<file path="config.mk">
export PLATFORM = sky130hd
export DESIGN_NAME = mem_access_unit
export DESIGN_NICKNAME = d
export VERILOG_FILES = /design/src/rtl/mem_access_unit.sv
export SDC_FILE = /design/constraint.sdc
export NUM_CORES = 1
export LEC_CHECK = 0
export CAP_MARGIN = 25
export CELL_PAD_IN_SITES_DETAIL_PLACEMENT = 1
export CELL_PAD_IN_SITES_GLOBAL_PLACEMENT = 1
export CORE_ASPECT_RATIO = 0.9
export CORE_MARGIN = 1
export CORE_UTILIZATION = 36
export CTS_CLUSTER_DIAMETER = 30
export DETAILED_ROUTE_END_ITERATION = 6
export PLACE_DENSITY_LB_ADDON = 0.15
export SLEW_MARGIN = 20
export SYNTH_ARGS = -nofsm -noshare
export SYNTH_HDL_FRONTEND = slang
export SYNTH_SLANG_ARGS = --single-unit
</file>
<file path="constraint.sdc">
create_clock -name clk -period 3.15 [get_ports clk]
set_input_delay 0.945 -clock clk [delete_from_list [all_inputs] [get_ports clk]]
set_output_delay 0.945 -clock clk [all_outputs]
set_load 0.005 [all_outputs]
</file>
<file path="src/rtl/mem_access_unit.sv">
`timescale 1ns/1ps
// -----------------------------------------------------------------------------
// mem_access_unit
//
// Load/store sequencer between the CPU datapath and a 16-bit-granular,
// big-endian 32-bit data RAM. A byte/half/word request on a byte address is
// turned into registered RAM commands. Load data is extracted from the RAM word
// and sign/zero-extended. Byte stores do a read-modify-write of the containing
// halfword. Completion is a one-cycle resp_valid pulse.
//
// Optional feature macro: MAU_MISALIGN_TRAP_EN
//   defined   : misaligned or reserved-size requests complete at once with
//               resp_err=1 and resp_rdata=0, without touching the RAM.
//   undefined : low address bits are forced to the natural alignment, size 2'b11
//               is handled as a word access, and resp_err is always 0.
//
// Ports
//   clk, rst_n      clock; synchronous active-low reset
//   req_valid/ready request handshake (ready only while idle)
//   req_we          1 = store, 0 = load
//   req_size        00 byte, 01 half, 10 word, 11 reserved
//   req_signed      loads: 1 sign-extend, 0 zero-extend
//   req_addr        byte address (byte 0 = bits [31:24])
//   req_wdata       store data, right-justified for byte/half
//   resp_valid      one-cycle completion pulse
//   resp_rdata      extended load data (0 for stores), held between responses
//   resp_err        misaligned/reserved request, qualifies resp_valid
//   mem_we          RAM write enable
//   mem_addr        RAM word address (req_addr[ADDR_W-1:2])
//   mem_byte_sel    RAM half select: 0 = [31:16], 1 = [15:0]
//   mem_half_w      RAM halfword mode (half and byte ops)
//   mem_wdata       RAM write data; halfword writes use [15:0]
//   mem_rdata       RAM read data, valid the cycle after the read address
// -----------------------------------------------------------------------------
module mem_access_unit #(
  parameter int ADDR_W = 15,
  parameter int DATA_W = 32
) (
  input  logic              clk,
  input  logic              rst_n,
  input  logic              req_valid,
  output logic              req_ready,
  input  logic              req_we,
  input  logic [1:0]        req_size,
  input  logic              req_signed,
  input  logic [ADDR_W-1:0] req_addr,
  input  logic [DATA_W-1:0] req_wdata,
  output logic              resp_valid,
  output logic [DATA_W-1:0] resp_rdata,
  output logic              resp_err,
  output logic              mem_we,
  output logic [ADDR_W-3:0] mem_addr,
  output logic              mem_byte_sel,
  output logic              mem_half_w,
  output logic [DATA_W-1:0] mem_wdata,
  input  logic [DATA_W-1:0] mem_rdata
);

  localparam int AW_WORD = ADDR_W - 2;

  localparam logic [1:0] SZ_BYTE = 2'b00;
  localparam logic [1:0] SZ_HALF = 2'b01;
  localparam logic [1:0] SZ_WORD = 2'b10;
  localparam logic [1:0] SZ_RSVD = 2'b11;

  typedef enum logic [2:0] {
    ST_IDLE    = 3'd0,
    ST_READ    = 3'd1,
    ST_CAPT    = 3'd2,
    ST_RMW_RD  = 3'd3,
    ST_RMW_CAP = 3'd4,
    ST_WRITE   = 3'd5,
    ST_RESP    = 3'd6
  } state_t;

  // Select the addressed byte/half/word of a big-endian RAM word and extend it.
  function automatic logic [DATA_W-1:0] extract_load(
    input logic [DATA_W-1:0] rd,
    input logic [1:0]        size,
    input logic [1:0]        lo,
    input logic              sgn
  );
    logic [15:0] half_v;
    logic [7:0]  byte_v;
    half_v = lo[1] ? rd[15:0] : rd[31:16];
    byte_v = lo[0] ? half_v[7:0] : half_v[15:8];
    case (size)
      SZ_BYTE: extract_load = {{24{sgn & byte_v[7]}}, byte_v};
      SZ_HALF: extract_load = {{16{sgn & half_v[15]}}, half_v};
      default: extract_load = rd;
    endcase
  endfunction

  // Replace one byte of the addressed halfword, keeping its other byte.
  function automatic logic [15:0] merge_byte(
    input logic [DATA_W-1:0] rd,
    input logic [1:0]        lo,
    input logic [7:0]        wb
  );
    logic [15:0] half_v;
    half_v = lo[1] ? rd[15:0] : rd[31:16];
    if (lo[0]) begin
      merge_byte = {half_v[15:8], wb};
    end else begin
      merge_byte = {wb, half_v[7:0]};
    end
  endfunction

  state_t              state_q, state_d;
  logic                mem_we_q, mem_we_d;
  logic [AW_WORD-1:0]  mem_addr_q, mem_addr_d;
  logic                mem_byte_sel_q, mem_byte_sel_d;
  logic                mem_half_w_q, mem_half_w_d;
  logic [DATA_W-1:0]   mem_wdata_q, mem_wdata_d;
  logic                resp_valid_q, resp_valid_d;
  logic                resp_err_q, resp_err_d;
  logic [DATA_W-1:0]   resp_rdata_q, resp_rdata_d;
  logic [DATA_W-1:0]   load_data_q, load_data_d;
  logic [1:0]          size_q, size_d;
  logic [1:0]          lo_q, lo_d;
  logic                signed_q, signed_d;
  logic                store_q, store_d;
  logic                err_q, err_d;

  // Request decode as seen at the accept edge.
  logic [1:0]          acc_size_s;
  logic [1:0]          acc_lo_s;
  logic                trap_s;

`ifdef MAU_MISALIGN_TRAP_EN
  logic                misalign_s;

  // Flag requests that are not naturally aligned for their size.
  always_comb begin
    misalign_s = 1'b0;
    case (req_size)
      SZ_BYTE: misalign_s = 1'b0;
      SZ_HALF: misalign_s = req_addr[0];
      SZ_WORD: misalign_s = (req_addr[1:0] != 2'b00);
      default: misalign_s = 1'b1;
    endcase
  end

  assign trap_s     = misalign_s;
  assign acc_size_s = req_size;
  assign acc_lo_s   = req_addr[1:0];
`else
  assign trap_s     = 1'b0;
  assign acc_size_s = (req_size == SZ_RSVD) ? SZ_WORD : req_size;

  // Force the low address bits down to the natural alignment of the access.
  always_comb begin
    acc_lo_s = 2'b00;
    case (acc_size_s)
      SZ_BYTE: acc_lo_s = req_addr[1:0];
      SZ_HALF: acc_lo_s = {req_addr[1], 1'b0};
      default: acc_lo_s = 2'b00;
    endcase
  end
`endif

  // Sequencer next-state and next-output logic.
  always_comb begin
    state_d        = state_q;
    mem_we_d       = mem_we_q;
    mem_addr_d     = mem_addr_q;
    mem_byte_sel_d = mem_byte_sel_q;
    mem_half_w_d   = mem_half_w_q;
    mem_wdata_d    = mem_wdata_q;
    resp_valid_d   = 1'b0;
    resp_err_d     = resp_err_q;
    resp_rdata_d   = resp_rdata_q;
    load_data_d    = load_data_q;
    size_d         = size_q;
    lo_d           = lo_q;
    signed_d       = signed_q;
    store_d        = store_q;
    err_d          = err_q;

    case (state_q)
      ST_IDLE: begin
        if (req_valid) begin
          size_d   = acc_size_s;
          lo_d     = acc_lo_s;
          signed_d = req_signed;
          store_d  = req_we;
          err_d    = trap_s;
          if (trap_s) begin
            // Trapped request: answer straight away, RAM commands untouched.
            mem_we_d = 1'b0;
            state_d  = ST_RESP;
          end else begin
            mem_addr_d     = req_addr[ADDR_W-1:2];
            mem_byte_sel_d = acc_lo_s[1];
            mem_half_w_d   = (acc_size_s != SZ_WORD);
            if (acc_size_s == SZ_HALF) begin
              mem_wdata_d = {16'h0000, req_wdata[15:0]};
            end else begin
              // Byte stores keep the raw data; its low byte is merged later.
              mem_wdata_d = req_wdata;
            end
            if (!req_we) begin
              mem_we_d = 1'b0;
              state_d  = ST_READ;
            end else if (acc_size_s == SZ_BYTE) begin
              mem_we_d = 1'b0;
              state_d  = ST_RMW_RD;
            end else begin
              mem_we_d = 1'b1;
              state_d  = ST_WRITE;
            end
          end
        end else begin
          state_d = ST_IDLE;
        end
      end

      ST_READ: begin
        state_d = ST_CAPT;
      end

      ST_CAPT: begin
        load_data_d = extract_load(mem_rdata, size_q, lo_q, signed_q);
        state_d     = ST_RESP;
      end

      ST_RMW_RD: begin
        state_d = ST_RMW_CAP;
      end

      ST_RMW_CAP: begin
        mem_wdata_d = {16'h0000, merge_byte(mem_rdata, lo_q, mem_wdata_q[7:0])};
        mem_we_d    = 1'b1;
        state_d     = ST_WRITE;
      end

      ST_WRITE: begin
        // The write enable lives exactly one cycle.
        mem_we_d = 1'b0;
        state_d  = ST_RESP;
      end

      ST_RESP: begin
        resp_valid_d = 1'b1;
        resp_err_d   = err_q;
        if (store_q || err_q) begin
          resp_rdata_d = {DATA_W{1'b0}};
        end else begin
          resp_rdata_d = load_data_q;
        end
        state_d = ST_IDLE;
      end

      default: begin
        mem_we_d = 1'b0;
        state_d  = ST_IDLE;
      end
    endcase
  end

  // State and output registers with synchronous active-low reset.
  always_ff @(posedge clk) begin
    if (!rst_n) begin
      state_q        <= ST_IDLE;
      mem_we_q       <= 1'b0;
      mem_addr_q     <= {AW_WORD{1'b0}};
      mem_byte_sel_q <= 1'b0;
      mem_half_w_q   <= 1'b0;
      mem_wdata_q    <= {DATA_W{1'b0}};
      resp_valid_q   <= 1'b0;
      resp_err_q     <= 1'b0;
      resp_rdata_q   <= {DATA_W{1'b0}};
      load_data_q    <= {DATA_W{1'b0}};
      size_q         <= 2'b00;
      lo_q           <= 2'b00;
      signed_q       <= 1'b0;
      store_q        <= 1'b0;
      err_q          <= 1'b0;
    end else begin
      state_q        <= state_d;
      mem_we_q       <= mem_we_d;
      mem_addr_q     <= mem_addr_d;
      mem_byte_sel_q <= mem_byte_sel_d;
      mem_half_w_q   <= mem_half_w_d;
      mem_wdata_q    <= mem_wdata_d;
      resp_valid_q   <= resp_valid_d;
      resp_err_q     <= resp_err_d;
      resp_rdata_q   <= resp_rdata_d;
      load_data_q    <= load_data_d;
      size_q         <= size_d;
      lo_q           <= lo_d;
      signed_q       <= signed_d;
      store_q        <= store_d;
      err_q          <= err_d;
    end
  end

  assign req_ready    = (state_q == ST_IDLE);
  assign resp_valid   = resp_valid_q;
  assign resp_err     = resp_err_q;
  assign resp_rdata   = resp_rdata_q;
  assign mem_we       = mem_we_q;
  assign mem_addr     = mem_addr_q;
  assign mem_byte_sel = mem_byte_sel_q;
  assign mem_half_w   = mem_half_w_q;
  assign mem_wdata    = mem_wdata_q;

endmodule

</file>
Word-level counts from Yosys, hierarchy flattened
Index checks and enable logic that the tools add are counted.

Output and inout bits: 83. Logic and storage cells: 58. Input bits: 86. Bits in registers: 122.

Bitwise logic cells: 3. Muxes and demuxes: 19. Reductions and logical operators: 10. Equality and inequality tests: 12.

Operators with widths (number): $pmux 32 s2 (2); $mux 32 (3); $mux 16 (2); $pmux 3 s5 (1); $eq 3x3->1 const B (3); $mux 3 (3); $mux 8 (1); $eq 3x2->1 const B (2); $ne 2x2->1 const B (3); $reduce_and 2->1 (3); $eq 2x1->1 const B (2); $logic_not 2->1 (2); $mux 1 (4); $pmux 2 s2 (1); $reduce_or 4->1 (1); $eq 3x1->1 const B (1); $logic_not 3->1 (1); $pmux 1 s3 (1); $reduce_and 3->1 (1); $and 1x1->1 (2); $eq 2x2->1 const B (1); $mux 2 (1); $reduce_bool 2->1 (1); $reduce_or 2->1 (1); $not 1->1 (1).

Longest topological paths before layout
Depth after elaboration: 7. Depth in mapped cells: 5. Mapped depth without buffers: 3.

Worst setup path after synthesis
No wires, ideal clock.

Path kind: input-to-reg. Start point: input port req_valid. End point: register mem_wdata_q[13] (netlist: mem_wdata[13]). Cell stages on the path: 5. Arrival: 1.866 ns. Setup time: 0.166 ns. Required time: 2.984 ns. Buffers on the path: 2. Setup slack: 1.118 ns. Cell sequence: or4b_1 > clkbuf_1 > buf_2 > o21ai_0 > a221oi_1.

Word-level cells in the longest chain between the ends: 2.

Ends and longest elaborated chain: from (decl) (line 41) `input logic req_valid,`; $ne 2x2->1 (no line); $reduce_and 2->1 (no line); to (signal assigned) (line 269) `mem_wdata_q <= {DATA_W{1'b0}};`; to (signal assigned) (line 285) `mem_wdata_q <= mem_wdata_d;`; to (decl) (line 114) `logic [DATA_W-1:0] mem_wdata_q, mem_wdata_d;`.

No other way between the ends. A chain may end at the register's enable or synchronous reset.

Final worst setup path
Start point: register state_q[2]. End point: output port req_ready.

Word-level cells in the longest chain between the ends: 1.

Ends and longest elaborated chain: from (decl) (line 109) `state_t state_q, state_d;`; from (signal assigned) (line 280) `state_q <= state_d;`; $logic_not 3->1 (line 298) `assign req_ready = (state_q == ST_IDLE);`; to (decl) (line 42) `output logic req_ready,`.

No other way between the ends.

==> results.tsv <==
stage	metric	value	unit
outcome	outcome	finished clean	
power	maximum VDD drop	0.526	mV
clock_network	Num CTS Buffers	17	
die	die height	114	um
grt	number of global-route vias before repair	4858	
worst_setup_path	CP max-delay cell	clkdlybuf4s50_1	
die	IO Count	169	
clock_network	root buf cell	clkbuf_16	
grt	first-pass GRT wire length	26400	um
yosys	Synth cell types	43	
timing	Setup violations, final	0	
worst_setup_path	Critical Path Start	state_q[2]	
clock_network	Post-CTS Setup Bufs	0	
cells_and_area	fraction of layout cells with a size suffix above 1	0.107	
die	die width	127	um
worst_setup_path	CP Depth	2	
worst_setup_path	crit path capture	req_ready	
timing	max-slew violation count	0	
hold_path	Worst Hold Class	reg -> reg	
clock_network	Clock Pin Slew Worst Setup and Hold Paths	0.06	ns
cells_and_area	final-stage net count	763	
clock_network	CTS sink cnt	121	
worst_setup_path	slowest cell delay on critical path	0.57	ns
worst_setup_path	Critical Path RT	2.20	ns
worst_setup_path	Worst R2R End	load_data_q[8]	
timing	Tmin final	2.67	ns
worst_setup_path	reg2reg setup slack	0.98	ns
yosys	Cell Area, Synth	5040	sq um
cells_and_area	commonest non-fill, non-tap cell in the layout	clkdlybuf4s50_1	
place	HPWL Detailed	11500	um
detailed_routing	via count	4738	
yosys	Synth Instances	530	
clock_network	CTS Hold Bufs	0	
die	FP Rows	40	
power	Pleak	2.64	nW
worst_setup_path	Register-to-Register Path Depth	3	
detailed_routing	vias per cell	5.52	
clock_network	H-tree levels	4	
worst_setup_path	Crit Path Max Fanout	13	
timing	f_max	374	MHz
worst_setup_path	CP Class	reg -> out	
yosys	Synth area leaders	dfxtp_1 (48%), o21ai_0 (5.9%), a22o_1 (5.6%)	
yosys	Synth top area share	0.481	
clock_network	PostCTS Resize Cnt	0	
timing	Hold Vio Cnt, Final	0	
timing	Final Skew	0.00697	ns
die	core outline area	13500	sq um
grt	largest net degree at the start of global routing	67	
yosys	Avg Cell Area, Syn	9.50	sq um
timing	Fin Setup TNS	0	ns
worst_setup_path	CP Cell Sequence	nor3_1 -> clkdlybuf4s50_1	
detailed_routing	initial DRC count	308	
worst_setup_path	Critical Path AT	1.73	ns
place	Port Buffer Count	167	
grt	GRT Total Usage	0.238	
timing	Worst-Margin Slew	0.872	ns
grt	initial antenna violation count	1	
clock_network	TritonCTS clock tree	done	
timing	RSZ-0062 raised after global routing	no	
power	Pwr Total	4.41	mW
timing	Max transition margin	0.414	
clock_network	worst-skew pair later-pin latency	0.42	ns
detailed_routing	# DRC	0	
cells_and_area	Layout Area Growth over Synthesis	45.3	%
clock_network	Max clock buf depth	2	
job	max_cap viols	0	
place	GPL Wtd Cong	0.775	
worst_setup_path	crit end category	primary output	
grt	final global-route overflow total	0	
timing	crit share post-route	0.849	
detailed_routing	Total Routed Length	16500	um
yosys	area leader, netlist	dfxtp_1	
detailed_routing	drt pass-1 iters	4	
yosys	#FFs+latches synth	121	
power	PD cells	602	nW/um^2
detailed_routing	routed len/inst	19.3	um
yosys	Yosys warnings	0	
cells_and_area	commonest cells after routing, fill and taps aside	clkdlybuf4s50_1 (166), dfxtp_1 (121), o21ai_0 (59), nand2_1 (46), a21boi_1 (35)	
detailed_routing	remaining antenna violation count	0	
yosys	syn_nets	616	
die	Total Die Area	14500	sq um
worst_setup_path	Critical R2R Launch	state_q[1]	
cells_and_area	fillcell total	1497	
cells_and_area	final core occ	0.542	
worst_setup_path	Worst Path Buf+Inv	1	
yosys	post-synthesis sequential area ratio	0.481	
worst_setup_path	CP Launch Type	flop	
die	Initial Util	0.373	
worst_setup_path	Crit path max-delay family	buffers and inverters	
[metal layers]
layer	wire [um]	track usage	up-vias	share of wire
met5	0	0	-	0
met4	414	0.112	0	0.025
met3	1150	0.0776	33	0.069
met2	7700	0.379	170	0.47
met1	7280	0.292	2291	0.44
li1	-	-	2244	-
[report_power, final]
group | internal, mW | leakage [nW] | switching, mW
Combinational | 0.412 | 1.40 | 0.408
Clock | 1.08 | 0.259 | 0.733
Sequential | 1.67 | 0.986 | 0.105
[cells by family after synthesis]
kind of cell,synth area share
AOI/OAI and AO/OA,0.296
buffers and inverters,0.0601
DFF,0.481
muxes,0.0581
other,0.000744
and+or+nand+nor,0.105
[final cells by class]
class	count	area (sq um)	area share
sequential	121	2420	0.331
multi-input combinational	346	2310	0.316
timing repair buffer	181	1780	0.243
clock buffer	18	429	0.0586
tap	168	210	0.0287
clock inverter	14	126	0.0173
inverter	10	37.5	0.00513
antenna	1	2.50	0.000342
[sequential cells by signal, summed over array words and instances (netlist names)]
| register | cells |
|---|---|
| size_q | 2 |
| resp_valid | 1 |
| mem_byte_sel | 1 |
| mem_we | 1 |
| mem_addr | 13 |
| state_q | 3 |
| load_data_q | 32 |
| mem_wdata | 32 |
| lo_q | 1 |
| store_q | 1 |
| signed_q | 1 |
| resp_rdata | 32 |
| mem_half_w | 1 |
[worst min-delay path: stages (launching register included)]
cell and delay [ns]:
dfxtp_1 0.31, nand2_1 0.05, a21boi_1 0.05
[worst min-delay path by stage]
stage,cells past startpoint,startpoint,endpoint
detailed placement,2,mem_addr[7],mem_addr[7]
finish,2,mem_addr[7],mem_addr[7]
global route,2,mem_addr[3],mem_addr[3]
global placement,2,mem_addr[1],mem_addr[1]
floorplan,2,signed_q,signed_q
CTS,2,mem_addr[7],mem_addr[7]
[metrics by stage]
stage | instance area [sq um] | hold WS, ns | setup WS (ns) | instances
6_report | 7320 | 0.453 | 0.477 | 859
4_1_cts | 7320 | 0.456 | 0.452 | 858
3_3_place_gp | 6750 | 0.441 | 0.604 | 825
2_1_floorplan | 5040 | 0.430 | 1.12 | 530
3_5_place_dp | 6760 | 0.448 | 0.532 | 826
5_1_grt | 7320 | 0.467 | 0.373 | 858
[cells in the mapped netlist, drive strengths merged]
| cell type | instances |
|---|---|
| dfxtp | 121 |
| o21ai | 59 |
| nand2 | 46 |
| a21boi | 43 |
| a21oi | 32 |
| a22o | 32 |
| clkbuf | 30 |
| nand3 | 26 |
| buf | 23 |
| a31oi | 17 |
| a221oi | 16 |
| a22oi | 16 |
| mux2 | 16 |
| inv | 10 |
| mux2i | 9 |
| nor2 | 5 |
| nand2b | 3 |
| nor3b | 3 |
| nor4b | 3 |
| nor2b | 2 |
| nor3 | 2 |
| o21a | 2 |
| or4b | 2 |
| and2 | 1 |
| and4 | 1 |
| conb | 1 |
| mux4 | 1 |
| nand3b | 1 |
| nand4 | 1 |
| nor4bb | 1 |
| o211a | 1 |
| o21ba | 1 |
| o21bai | 1 |
| or2 | 1 |
| or3b | 1 |
Power figures use the tool's default switching activity.
==> RTL edit (config.mk and constraints unchanged) <==
The 7 states of `state_t` get a one-hot encoding in 7 bits.
--- a/src/rtl/mem_access_unit.sv
+++ b/src/rtl/mem_access_unit.sv
@@ -65,10 +65,10 @@
 
-  typedef enum logic [2:0] {
-    ST_IDLE    = 3'd0,
-    ST_READ    = 3'd1,
-    ST_CAPT    = 3'd2,
-    ST_RMW_RD  = 3'd3,
-    ST_RMW_CAP = 3'd4,
-    ST_WRITE   = 3'd5,
-    ST_RESP    = 3'd6
+  typedef enum logic [6:0] {
+    ST_IDLE    = 7'b0000001,
+    ST_READ    = 7'b0000010,
+    ST_CAPT    = 7'b0000100,
+    ST_RMW_RD  = 7'b0001000,
+    ST_RMW_CAP = 7'b0010000,
+    ST_WRITE   = 7'b0100000,
+    ST_RESP    = 7'b1000000
   } state_t;
Behaviour: no difference found for any inputs over 10 cycles, from zero or initial values and one cycle with rst_n low; not proved beyond that.
==> RTL edit against the unedited design <==
Core utilization shrank 0.69 points. Wire length grew 11%. Power shrank 1.1%. Sequential cell count grew 4. Register-to-register slack lost 0.45 ns. Non-clock buffer count grew 1. First-iteration DRC count shrank 7.8%. Synthesized area grew 8.0%. Clock skew shrank 0.00094 ns. Worst setup slack lost 0.38 ns. Final area grew 7.5%. Via count grew 11%. Hold slack lost 0.0033 ns.
==> RTL edit: results <==
yosys:
  synth_nets: 685
  synth_area_leaders: "dfxtp_1 46%, mux2i_1 7.4%, nand2_1 6.9%"
  synth_cell_types: 47
  synth_top_cells_by_count: "125 x dfxtp_1, 100 x nand2_1, 62 x a21oi_1"
  synth_seq_cells: 125
  ys_warn_count: 0
  ys_seq_area_frac: 0.460
grt:
  met2_usage: 0.415
  grt_pass1_wl_mm: 29.0
  track_usage: 0.240
  antenna_found_initial: 0
  grtUsageMet1: 0.286
  grt_pass1_vias: 5380
  met3_usage: 0.0519
  grt_max_degree: 41
placement:
  dp_hpwl_mm: 13.1
  portBuffers: 167
  globalplace.congestion: 0.825
timing:
  fin_skew_ns: 0.00603
  fin_hold_ws_ns: 0.450
  worstMarginPinSlew_ns: 0.960
min_path:
  hp-start: "signed_q"
  min_path_cells: 2
  hp-class: "flip-flop to flip-flop"
  min_to: "signed_q"
drt:
  drt_iter0_markers: 284
  drt_wl_total_mm: 18.3
  dr.pass1.iters: 4
  vias_per_cell: 5.48
  wl_met3_um: 809
  route.met2.wl_mm: 9.26
  drt-met1-wl_mm: 7.87
  top_layer: "met4"
finish:
  n_all_inverters: 5
  multiInputGateArea_um2: 2690
  nFillCells: 1617
  n_antenna_cell: 0
  multi_input_cells: 415
  buf_share: 0.228
  buffers: 182
  fin_nets: 832
  post_route_cells_drive_above_1_share: 0.103
  clock_area_frac: 0.0778
  ff_latch_area_um2: 2510
setup_path:
  worst_r2r_endpoint: "mem_wdata[4]"
  cpPeakStageDelay_ns: 0.61
  crit_fanout: 8
  cp_slowest_cell: "or4b_4"
  crit_path_start: "state_q[1]"
  arrival_ns: 2.11
  rrSetupSlack_ns: 0.53
  rr_worst_depth: 4
  crit_family: "simple AND/OR/NAND/NOR gates"
  rr_startpoint: "state_q[4]"
outcome:
  status: "completed"
power:
  ir_drop_v: 0.000390
  p_comb_mw: 0.641
  p_leak_nw: 2.91
  clkPwrFrac: 0.462
  switching_share: 0.256
RTL edit: cells by family after synthesis:
logic type                count (synthesis)  share of synthesized area
AOI/OAI and AO/OA                       201                      0.238
buffers and inverters                    59                     0.0478
DFF                                     125                      0.460
other                                     1                   0.000689
xor gates and xnor gates                  3                    0.00483
and+or+nand+nor                         160                      0.136
muxes                                    50                      0.113
RTL edit: stage by stage:
stage	cells	area [um2]	utilization	worst slack [ns]	power, mW
floorplan	599	5440	-	0.951	2.03
global route	957	7870	0.535	0.0148	4.53
finish	957	7870	0.535	0.0935	4.36
global placement	925	7250	0.493	0.466	2.36
detailed placement	925	7250	0.493	0.388	2.37
CTS	957	7870	0.535	0.0491	4.40
RTL edit: worst register-to-register path, cell delays in order, from the launching register on:
cell	delay [ns]
dfxtp_1	0.54
or4b_1	0.72
or2_1	0.62
or3_1	0.50
a31oi_1	0.17
RTL edit: timing repair:
item	CTS	global route
endpoints found under the hold margin	0	0
hold buffers	0	0
endpoints found under the setup margin	1	1
gates resized for setup	2	1
